===== config.mk =====
export PLATFORM = sky130hd
export DESIGN_NAME = route_line_follower_flat
export DESIGN_NICKNAME = d
export VERILOG_FILES = /design/src/rtl/route_line_follower_if.sv /design/src/rtl/route_line_follower.sv /design/src/flat_wrapper.sv
export SDC_FILE = /design/constraint.sdc
export NUM_CORES = 1
export LEC_CHECK = 0
export ABC_AREA = 1
export CORE_ASPECT_RATIO = 1.4
export CORE_UTILIZATION = 45
export DETAILED_ROUTE_END_ITERATION = 12
export PLACE_DENSITY_LB_ADDON = 0.15
export SYNTH_ARGS = -nofsm -noshare
export SYNTH_HDL_FRONTEND = slang
export SYNTH_SLANG_ARGS = --single-unit

===== constraint.sdc =====
create_clock -name clk -period 2.5 [get_ports clk]
set_input_delay 0.5 -clock clk [delete_from_list [all_inputs] [get_ports clk]]
set_output_delay 0.5 -clock clk [all_outputs]
set_load 0.01 [all_outputs]

===== src/rtl/route_line_follower_if.sv =====
// route_line_follower_if: control, table-write, sensor and motor bundle
// between the route controller and its host.
interface route_line_follower_if #(
  parameter int SENSOR_W  = 3,
  parameter int SPEED_W   = 7,
  parameter int NUM_NODES = 16
);
  localparam int IW = $clog2(NUM_NODES);

  logic                start;
  logic                route_we;
  logic [IW-1:0]       route_addr;
  logic [1:0]          route_wdata;
  logic [IW:0]         route_len;
  logic [SENSOR_W-1:0] sensors;
  logic [SPEED_W-1:0]  speed_l_fwd;
  logic [SPEED_W-1:0]  speed_l_rev;
  logic [SPEED_W-1:0]  speed_r_fwd;
  logic [SPEED_W-1:0]  speed_r_rev;
  logic [IW:0]         node_idx;
  logic                node_pulse;
  logic                busy;
  logic                done;
  logic                lost;

  modport master (
    output start, route_we, route_addr, route_wdata, route_len, sensors,
    input  speed_l_fwd, speed_l_rev, speed_r_fwd, speed_r_rev,
    input  node_idx, node_pulse, busy, done, lost
  );

  modport slave (
    input  start, route_we, route_addr, route_wdata, route_len, sensors,
    output speed_l_fwd, speed_l_rev, speed_r_fwd, speed_r_rev,
    output node_idx, node_pulse, busy, done, lost
  );
endinterface


===== src/rtl/route_line_follower.sv =====
// route_line_follower: N-sensor line follower driven by a programmable
// route table, with P steering, node debounce and lost-line timeout.
module route_line_follower #(
  parameter int SENSOR_W      = 3,
  parameter int SPEED_W       = 7,
  parameter int DIV           = 250,
  parameter int NUM_NODES     = 16,
  parameter int BASE_SPEED    = 60,
  parameter int TURN_SPEED    = 80,
  parameter int KP            = 15,
  parameter int NODE_DEBOUNCE = 4,
  parameter int LOST_TIMEOUT  = 2000
) (
  input logic clk,
  input logic rst_n,
  route_line_follower_if.slave bus
);
  localparam int IW = $clog2(NUM_NODES);
  localparam int LW = IW + 1;
  localparam int C  = SENSOR_W / 2;
  localparam int AW = SPEED_W + 4;
  localparam int DW = (DIV > 1) ? $clog2(DIV) : 1;
  localparam int BW = $clog2(NODE_DEBOUNCE + 1);
  localparam int TW = $clog2(LOST_TIMEOUT + 1);

  localparam logic [SPEED_W-1:0]   Z     = '0;
  localparam logic [SPEED_W-1:0]   BASE  = SPEED_W'(BASE_SPEED);
  localparam logic [SPEED_W-1:0]   TURN  = SPEED_W'(TURN_SPEED);
  localparam logic [4*SPEED_W-1:0] STR   = {BASE, Z, BASE, Z};
  localparam logic [4*SPEED_W-1:0] PIV_R = {TURN, Z, Z, TURN};
  localparam logic [4*SPEED_W-1:0] PIV_L = {Z, TURN, TURN, Z};
  localparam logic signed [AW-1:0] BASE_S = AW'(BASE_SPEED);
  localparam logic signed [AW-1:0] KP_S   = AW'(KP);
  localparam logic signed [AW-1:0] MAX_S  = AW'((1 << SPEED_W) - 1);

  typedef enum logic [2:0] {
    IDLE, FOLLOW, STRAIGHT, TURN_R, TURN_L, RECOVER, DONE, LOST
  } state_t;

  state_t                  state;
  logic [DW-1:0]           div_cnt;
  logic                    tick;
  logic [NUM_NODES-1:0][1:0] tbl;
  logic [LW-1:0]           idx;
  logic [LW-1:0]           len;
  logic [BW-1:0]           deb;
  logic [TW-1:0]           tmo;
  logic                    phase2;
  logic                    last_r;
  logic                    pulse;
  logic                    busy;
  logic                    done;
  logic                    lost;
  logic [4*SPEED_W-1:0]    spd;
  logic [4*SPEED_W-1:0]    fol;
  logic signed [AW-1:0]    lc;
  logic signed [AW-1:0]    rc;
  logic signed [AW-1:0]    diff;
  logic [1:0]              act;
  logic                    all_on;
  logic                    none_on;
  logic                    on_c;
  logic                    deb_hit;
  logic                    tmo_hit;

  function automatic logic [SPEED_W-1:0] sat(input logic signed [AW-1:0] v);
    if (v[AW-1]) return '0;
    if (v > MAX_S) return '1;
    return v[SPEED_W-1:0];
  endfunction

  assign tick = (div_cnt == DW'(DIV - 1));

  always_ff @(posedge clk or negedge rst_n) begin
    if (!rst_n) div_cnt <= '0;
    else        div_cnt <= tick ? '0 : div_cnt + 1'b1;
  end

  // Sensors left of centre pull the bot left, right of centre pull right.
  always_comb begin
    lc = '0;
    rc = '0;
    for (int i = 0; i < SENSOR_W; i++) begin
      if (bus.sensors[i] && i > C) lc = lc + AW'(1);
      if (bus.sensors[i] && i < C) rc = rc + AW'(1);
    end
  end

  assign diff    = rc - lc;
  assign fol     = {sat(BASE_S + KP_S * diff), Z, sat(BASE_S - KP_S * diff), Z};
  assign all_on  = &bus.sensors;
  assign none_on = ~|bus.sensors;
  assign on_c    = bus.sensors[C];
  assign act     = tbl[idx[IW-1:0]];
  assign deb_hit = (deb == BW'(NODE_DEBOUNCE - 1));
  assign tmo_hit = (tmo == TW'(LOST_TIMEOUT - 1));

  always_ff @(posedge clk or negedge rst_n) begin
    if (!rst_n) begin
      state  <= IDLE;
      tbl    <= '1;
      idx    <= '0;
      len    <= '0;
      deb    <= '0;
      tmo    <= '0;
      phase2 <= 1'b0;
      last_r <= 1'b1;
      pulse  <= 1'b0;
      busy   <= 1'b0;
      done   <= 1'b0;
      lost   <= 1'b0;
      spd    <= '0;
    end else begin
      pulse <= 1'b0;
      if (bus.route_we && !busy)
        tbl[bus.route_addr] <= bus.route_wdata;
      if (bus.start && !busy) begin
        state <= FOLLOW;
        idx   <= '0;
        len   <= bus.route_len;
        deb   <= '0;
        tmo   <= '0;
        busy  <= 1'b1;
        done  <= 1'b0;
        lost  <= 1'b0;
      end else if (tick) begin
        unique case (state)
          FOLLOW: begin
            spd <= fol;
            if (diff != '0) last_r <= !diff[AW-1];
            if (none_on) begin
              state <= RECOVER;
              tmo   <= '0;
              deb   <= '0;
              spd   <= last_r ? PIV_R : PIV_L;
            end else if (!all_on) begin
              deb <= '0;
            end else if (!deb_hit) begin
              deb <= deb + 1'b1;
            end else begin
              pulse <= 1'b1;
              deb   <= '0;
              if (idx == len) begin
                state <= DONE;
                busy  <= 1'b0;
                done  <= 1'b1;
                spd   <= '0;
              end else begin
                idx    <= idx + 1'b1;
                tmo    <= '0;
                phase2 <= 1'b0;
                unique case (act)
                  2'b00: begin state <= STRAIGHT; spd <= STR;   end
                  2'b01: begin state <= TURN_R;   spd <= PIV_R; end
                  2'b10: begin state <= TURN_L;   spd <= PIV_L; end
                  default: begin
                    state <= DONE;
                    busy  <= 1'b0;
                    done  <= 1'b1;
                    spd   <= '0;
                  end
                endcase
              end
            end
          end
          STRAIGHT: begin
            if (!all_on && on_c) begin
              state <= FOLLOW;
              spd   <= fol;
            end
          end
          // Turn: first lose the line, then reacquire it on the centre.
          TURN_R, TURN_L: begin
            if (phase2 && on_c) begin
              state <= FOLLOW;
              spd   <= fol;
            end else if (tmo_hit) begin
              state <= LOST;
              busy  <= 1'b0;
              lost  <= 1'b1;
              spd   <= '0;
            end else begin
              tmo <= tmo + 1'b1;
              if (none_on) phase2 <= 1'b1;
            end
          end
          RECOVER: begin
            if (!none_on) begin
              state <= FOLLOW;
              spd   <= fol;
            end else if (tmo_hit) begin
              state <= LOST;
              busy  <= 1'b0;
              lost  <= 1'b1;
              spd   <= '0;
            end else begin
              tmo <= tmo + 1'b1;
            end
          end
          default: ;
        endcase
      end
    end
  end

  assign {bus.speed_l_fwd, bus.speed_l_rev,
          bus.speed_r_fwd, bus.speed_r_rev} = spd;
  assign bus.node_idx   = idx;
  assign bus.node_pulse = pulse;
  assign bus.busy       = busy;
  assign bus.done       = done;
  assign bus.lost       = lost;
endmodule


===== src/flat_wrapper.sv =====
// flat-port wrapper written by rule: the top's interface ports become plain ports
module route_line_follower_flat 
#(
  parameter int SENSOR_W      = 3,
  parameter int SPEED_W       = 7,
  parameter int DIV           = 250,
  parameter int NUM_NODES     = 16,
  parameter int BASE_SPEED    = 60,
  parameter int TURN_SPEED    = 80,
  parameter int KP            = 15,
  parameter int NODE_DEBOUNCE = 4,
  parameter int LOST_TIMEOUT  = 2000
)
  (clk, rst_n, bus_start, bus_route_we, bus_route_addr, bus_route_wdata, bus_route_len, bus_sensors, bus_speed_l_fwd, bus_speed_l_rev, bus_speed_r_fwd, bus_speed_r_rev, bus_node_idx, bus_node_pulse, bus_busy, bus_done, bus_lost);
  route_line_follower_if #(.SENSOR_W(SENSOR_W), .SPEED_W(SPEED_W), .NUM_NODES(NUM_NODES)) bus_i ();
  input logic clk;
  input logic rst_n;
  input wire logic [$bits(bus_i.start)-1:0] bus_start;
  input wire logic [$bits(bus_i.route_we)-1:0] bus_route_we;
  input wire logic [$bits(bus_i.route_addr)-1:0] bus_route_addr;
  input wire logic [$bits(bus_i.route_wdata)-1:0] bus_route_wdata;
  input wire logic [$bits(bus_i.route_len)-1:0] bus_route_len;
  input wire logic [$bits(bus_i.sensors)-1:0] bus_sensors;
  output wire logic [$bits(bus_i.speed_l_fwd)-1:0] bus_speed_l_fwd;
  output wire logic [$bits(bus_i.speed_l_rev)-1:0] bus_speed_l_rev;
  output wire logic [$bits(bus_i.speed_r_fwd)-1:0] bus_speed_r_fwd;
  output wire logic [$bits(bus_i.speed_r_rev)-1:0] bus_speed_r_rev;
  output wire logic [$bits(bus_i.node_idx)-1:0] bus_node_idx;
  output wire logic [$bits(bus_i.node_pulse)-1:0] bus_node_pulse;
  output wire logic [$bits(bus_i.busy)-1:0] bus_busy;
  output wire logic [$bits(bus_i.done)-1:0] bus_done;
  output wire logic [$bits(bus_i.lost)-1:0] bus_lost;
  assign bus_i.start = bus_start;
  assign bus_i.route_we = bus_route_we;
  assign bus_i.route_addr = bus_route_addr;
  assign bus_i.route_wdata = bus_route_wdata;
  assign bus_i.route_len = bus_route_len;
  assign bus_i.sensors = bus_sensors;
  assign bus_speed_l_fwd = bus_i.speed_l_fwd;
  assign bus_speed_l_rev = bus_i.speed_l_rev;
  assign bus_speed_r_fwd = bus_i.speed_r_fwd;
  assign bus_speed_r_rev = bus_i.speed_r_rev;
  assign bus_node_idx = bus_i.node_idx;
  assign bus_node_pulse = bus_i.node_pulse;
  assign bus_busy = bus_i.busy;
  assign bus_done = bus_i.done;
  assign bus_lost = bus_i.lost;
  route_line_follower #(.SENSOR_W(SENSOR_W), .SPEED_W(SPEED_W), .DIV(DIV), .NUM_NODES(NUM_NODES), .BASE_SPEED(BASE_SPEED), .TURN_SPEED(TURN_SPEED), .KP(KP), .NODE_DEBOUNCE(NODE_DEBOUNCE), .LOST_TIMEOUT(LOST_TIMEOUT)) u_core (.clk(clk), .rst_n(rst_n), .bus(bus_i));
endmodule

==> results.txt <==
Status -> complete, no violations
H-tree depth -> 3
Startpoint types -> primary input
Worst slew margin -> 0.5777
Crit path cell chain -> clkdlybuf4s50_1 > nand3_2 > nand3_2 > nand2_1 > nand3_2 > inv_2 > buf_12 > o21ai_2 > a21oi_2 > a31oi_1
DIE AREA -> 13570 um^2
CP max-delay cell -> clkdlybuf4s50_1
Crit path arrival time -> 2.33 ns
Via count -> 5394
CP Data Required Time -> 2.73 ns
Mapped Nets -> 817
Power Total -> 4983 uW
Hold Vio Cnt, Final -> 0
Clock slew at reported path FFs -> 0.08 ns
Largest net degree at the start of global routing -> 69
Initial antenna violation count -> 0
Avg Inst Size Synth -> 7.474 um^2
Top delay family on crit path -> buffers and inverters
Final setup viols -> 0
Layout area overhead -> 18.88%
Crit Path Class -> in -> reg
Ranking of synthesized cells by area -> dfrtp_1 (29%), dfstp_2 (15%), nand2_1 (14%)
Post_cts resized -> 0
Top cell by count, worst path -> nand3_2
Fin crit period -> 2.109 ns
Setup_tns -> 0 ns
Clk Latency, worst-skew pair -> 0.35 ns
Top FF cell, synth -> dfrtp_1
Share of post-route cells with drive strength above 1 -> 0.1503
# DRC -> 0
Clock sink count -> 101
Iteration-0 DRC count of the detailed router -> 227
Critical path fanouts, max -> 12
EDFF count, synth -> 0
Skew final -> 0.01204 ns
Die W -> 98.75 um
Leak pwr -> 0.003340 uW
Final GP Congestion -> 0.9284
Synth unique cells -> 43
Synth Cell Area -> 5897 um^2
Power per cell area -> 710.8 nW/um^2
Port Buffers -> 54
Ys async rst share -> 1.000
Measured slew at the worst slew-check pin -> 0.6277 ns
Wire per inst -> 15.15 um
DRT antenna net count -> 0
Placed Instances -> 1002
CP bufs+invs -> 3
First-pass GRT wire length -> 25950 um
Root Driver -> clkbuf_16
Number of synthesized register bits -> 101
Fmax -> 0.4742 GHz
Synth top area share -> 0.2886
Clock Path Buffers -> 2
Final WL -> 15430 um
Post-cts hold buffer count -> 0
Worst vdd ir -> 0.4728 mV
RSZ-0062 raised after global routing -> false
Num CTS Buffers -> 9
Worst min path class -> in -> async
Final net count -> 888
Setup crit end kind -> flip-flop
Yosys top cell by area -> dfrtp_1
Vias in the first global route -> 5373
Top Ports -> 55
Initial core utilization -> 0.4602
Total track usage -> 0.2432
Core ar. -> 12810 um^2
Vias per cell -> 5.299
Site Rows -> 49
Final cell count without fillers -> 1018
Placed wire-length estimate after detailed placement -> 11690 um
Cells after Synth -> 789
Crit share post-route -> 0.8434
YS warnings -> 0
Ant diodes -> 0
Post-CTS setup buffer count -> 0
Maximum capacitance violations -> 0
Seq/Total Area, Yosys -> 0.4356
Die height -> 137.4 um
CTS tree -> yes
Count of pins over their slew limit -> 0
DR pass1 iterations -> 5
Crit-path max cell delay -> 0.59 ns
Global route overflow -> 0
## report_power, final
group	switching, uW	leakage, uW	internal (uW)	total [uW]
Sequential	168	0.00121	2040	2210
Clock	627	0.000144	776	1400
Combinational	887	0.00199	486	1370
## metrics by stage
step	util	instance area (um^2)	setup WS [ns]	hold WS, ns
global route	0.5471	7010	0.1771	0.1301
floorplan	-	5897	0.7247	0.2044
CTS	0.5471	7010	0.3754	0.1117
global placement	0.5245	6720	0.07336	0.4612
finish	0.5471	7010	0.3914	0.09873
detailed placement	0.5245	6720	0.04101	0.4587
## layout by cell type (no fill, tap or decap), drive strengths merged
cell type / count
nand2: 232
inv: 109
o21ai: 85
dfrtp: 68
nor2: 67
nand3: 65
clkdlybuf4s50: 53
a21oi: 40
dfstp: 33
buf: 25
nor3: 18
nand4: 16
ha: 10
clkbuf: 10
clkinv: 7
nor3b: 4
a31oi: 4
xor2: 3
o31ai: 3
or2: 3
nor4: 2
o211ai: 2
and3: 1
xnor2: 1
a21boi: 1
a22oi: 1
o221ai: 1
bufinv: 1
## final timing paths
path	cells past startpoint	to	slack [ns]	start
max	10	u_core.spd[21]$_DFFE_PN0P_	0.39	bus_sensors[2]
min	1	u_core.spd[3]$_DFFE_PN0P_	0.1	rst_n
max reg2reg	12	u_core.tmo[5]$_DFFE_PN0P_	0.40	u_core.state[1]$_DFFE_PN0P_
min reg2reg	2	u_core.spd[22]$_DFFE_PN0P_	0.47	u_core.spd[22]$_DFFE_PN0P_
max in group asynchronous	2	u_core.tbl[15]$_DFFE_PN1P_	1.63	rst_n
min in group clk	2	u_core.spd[22]$_DFFE_PN0P_	0.47	u_core.spd[22]$_DFFE_PN0P_
## state kept, by name (all words and copies together), names as in the netlist
register,cells
u_core.tbl,32
u_core.bus.node_pulse,1
u_core.state,3
u_core.len,5
u_core.deb,3
u_core.bus.busy,1
u_core.bus.node_idx,5
u_core.phase2,1
u_core.div_cnt,8
u_core.bus.lost,1
u_core.last_r,1
u_core.spd,28
u_core.tmo,11
u_core.bus.done,1
## worst reg2reg max path, delay by kind of cell, from the launching register on
family	cells	cell delay, ns
simple gates	7	0.72
compound gates	2	0.44
flops	1	0.44
buf+inv	3	0.43
## kinds of logic (layout without fill, tap and decap cells)
logic type | after synthesis | count (layout) | share of synthesized area
flops | 101 | 101 | 0.4356
fa+ha+maj | 10 | 10 | 0.02122
compound gates | 137 | 137 | 0.1313
buf+inv | 129 | 205 | 0.08975
simple gates | 408 | 408 | 0.3161
xor+xnor | 4 | 4 | 0.005942
## cell usage after synthesis (all sizes together), types with 4 or more instances
| cell type | instances |
|---|---|
| nor3 | 18 |
| nand2 | 232 |
| ha | 10 |
| dfrtp | 68 |
| buf | 10 |
| inv | 108 |
| o21ai | 85 |
| dfstp | 33 |
| nor2 | 67 |
| nand3 | 65 |
| a31oi | 4 |
| nand4 | 16 |
| nor3b | 4 |
| a21oi | 40 |
| clkbuf | 8 |
## layer usage
metal | GRT usage | up-vias | wire, um
met1 | 0.2693 | 2562 | 6205
met4 | 0.1028 | 0 | 396
met5 | 0 | - | 0
met2 | 0.4611 | 110 | 8327
met3 | 0.03602 | 29 | 495
li1 | - | 2693 | -
## layout make-up
| type | instances | area (um^2) |
|---|---|---|
| clock inverter | 6 | 61.31 |
| clock buffer | 10 | 229.0 |
| multi-input combinational | 559 | 2799 |
| tap | 153 | 191.4 |
| fill | 1225 | 5803 |
| sequential | 101 | 2569 |
| inverter | 111 | 417.9 |
| timing repair buffer | 78 | 743.2 |
Note: power is estimated with default switching activity, not from simulation.
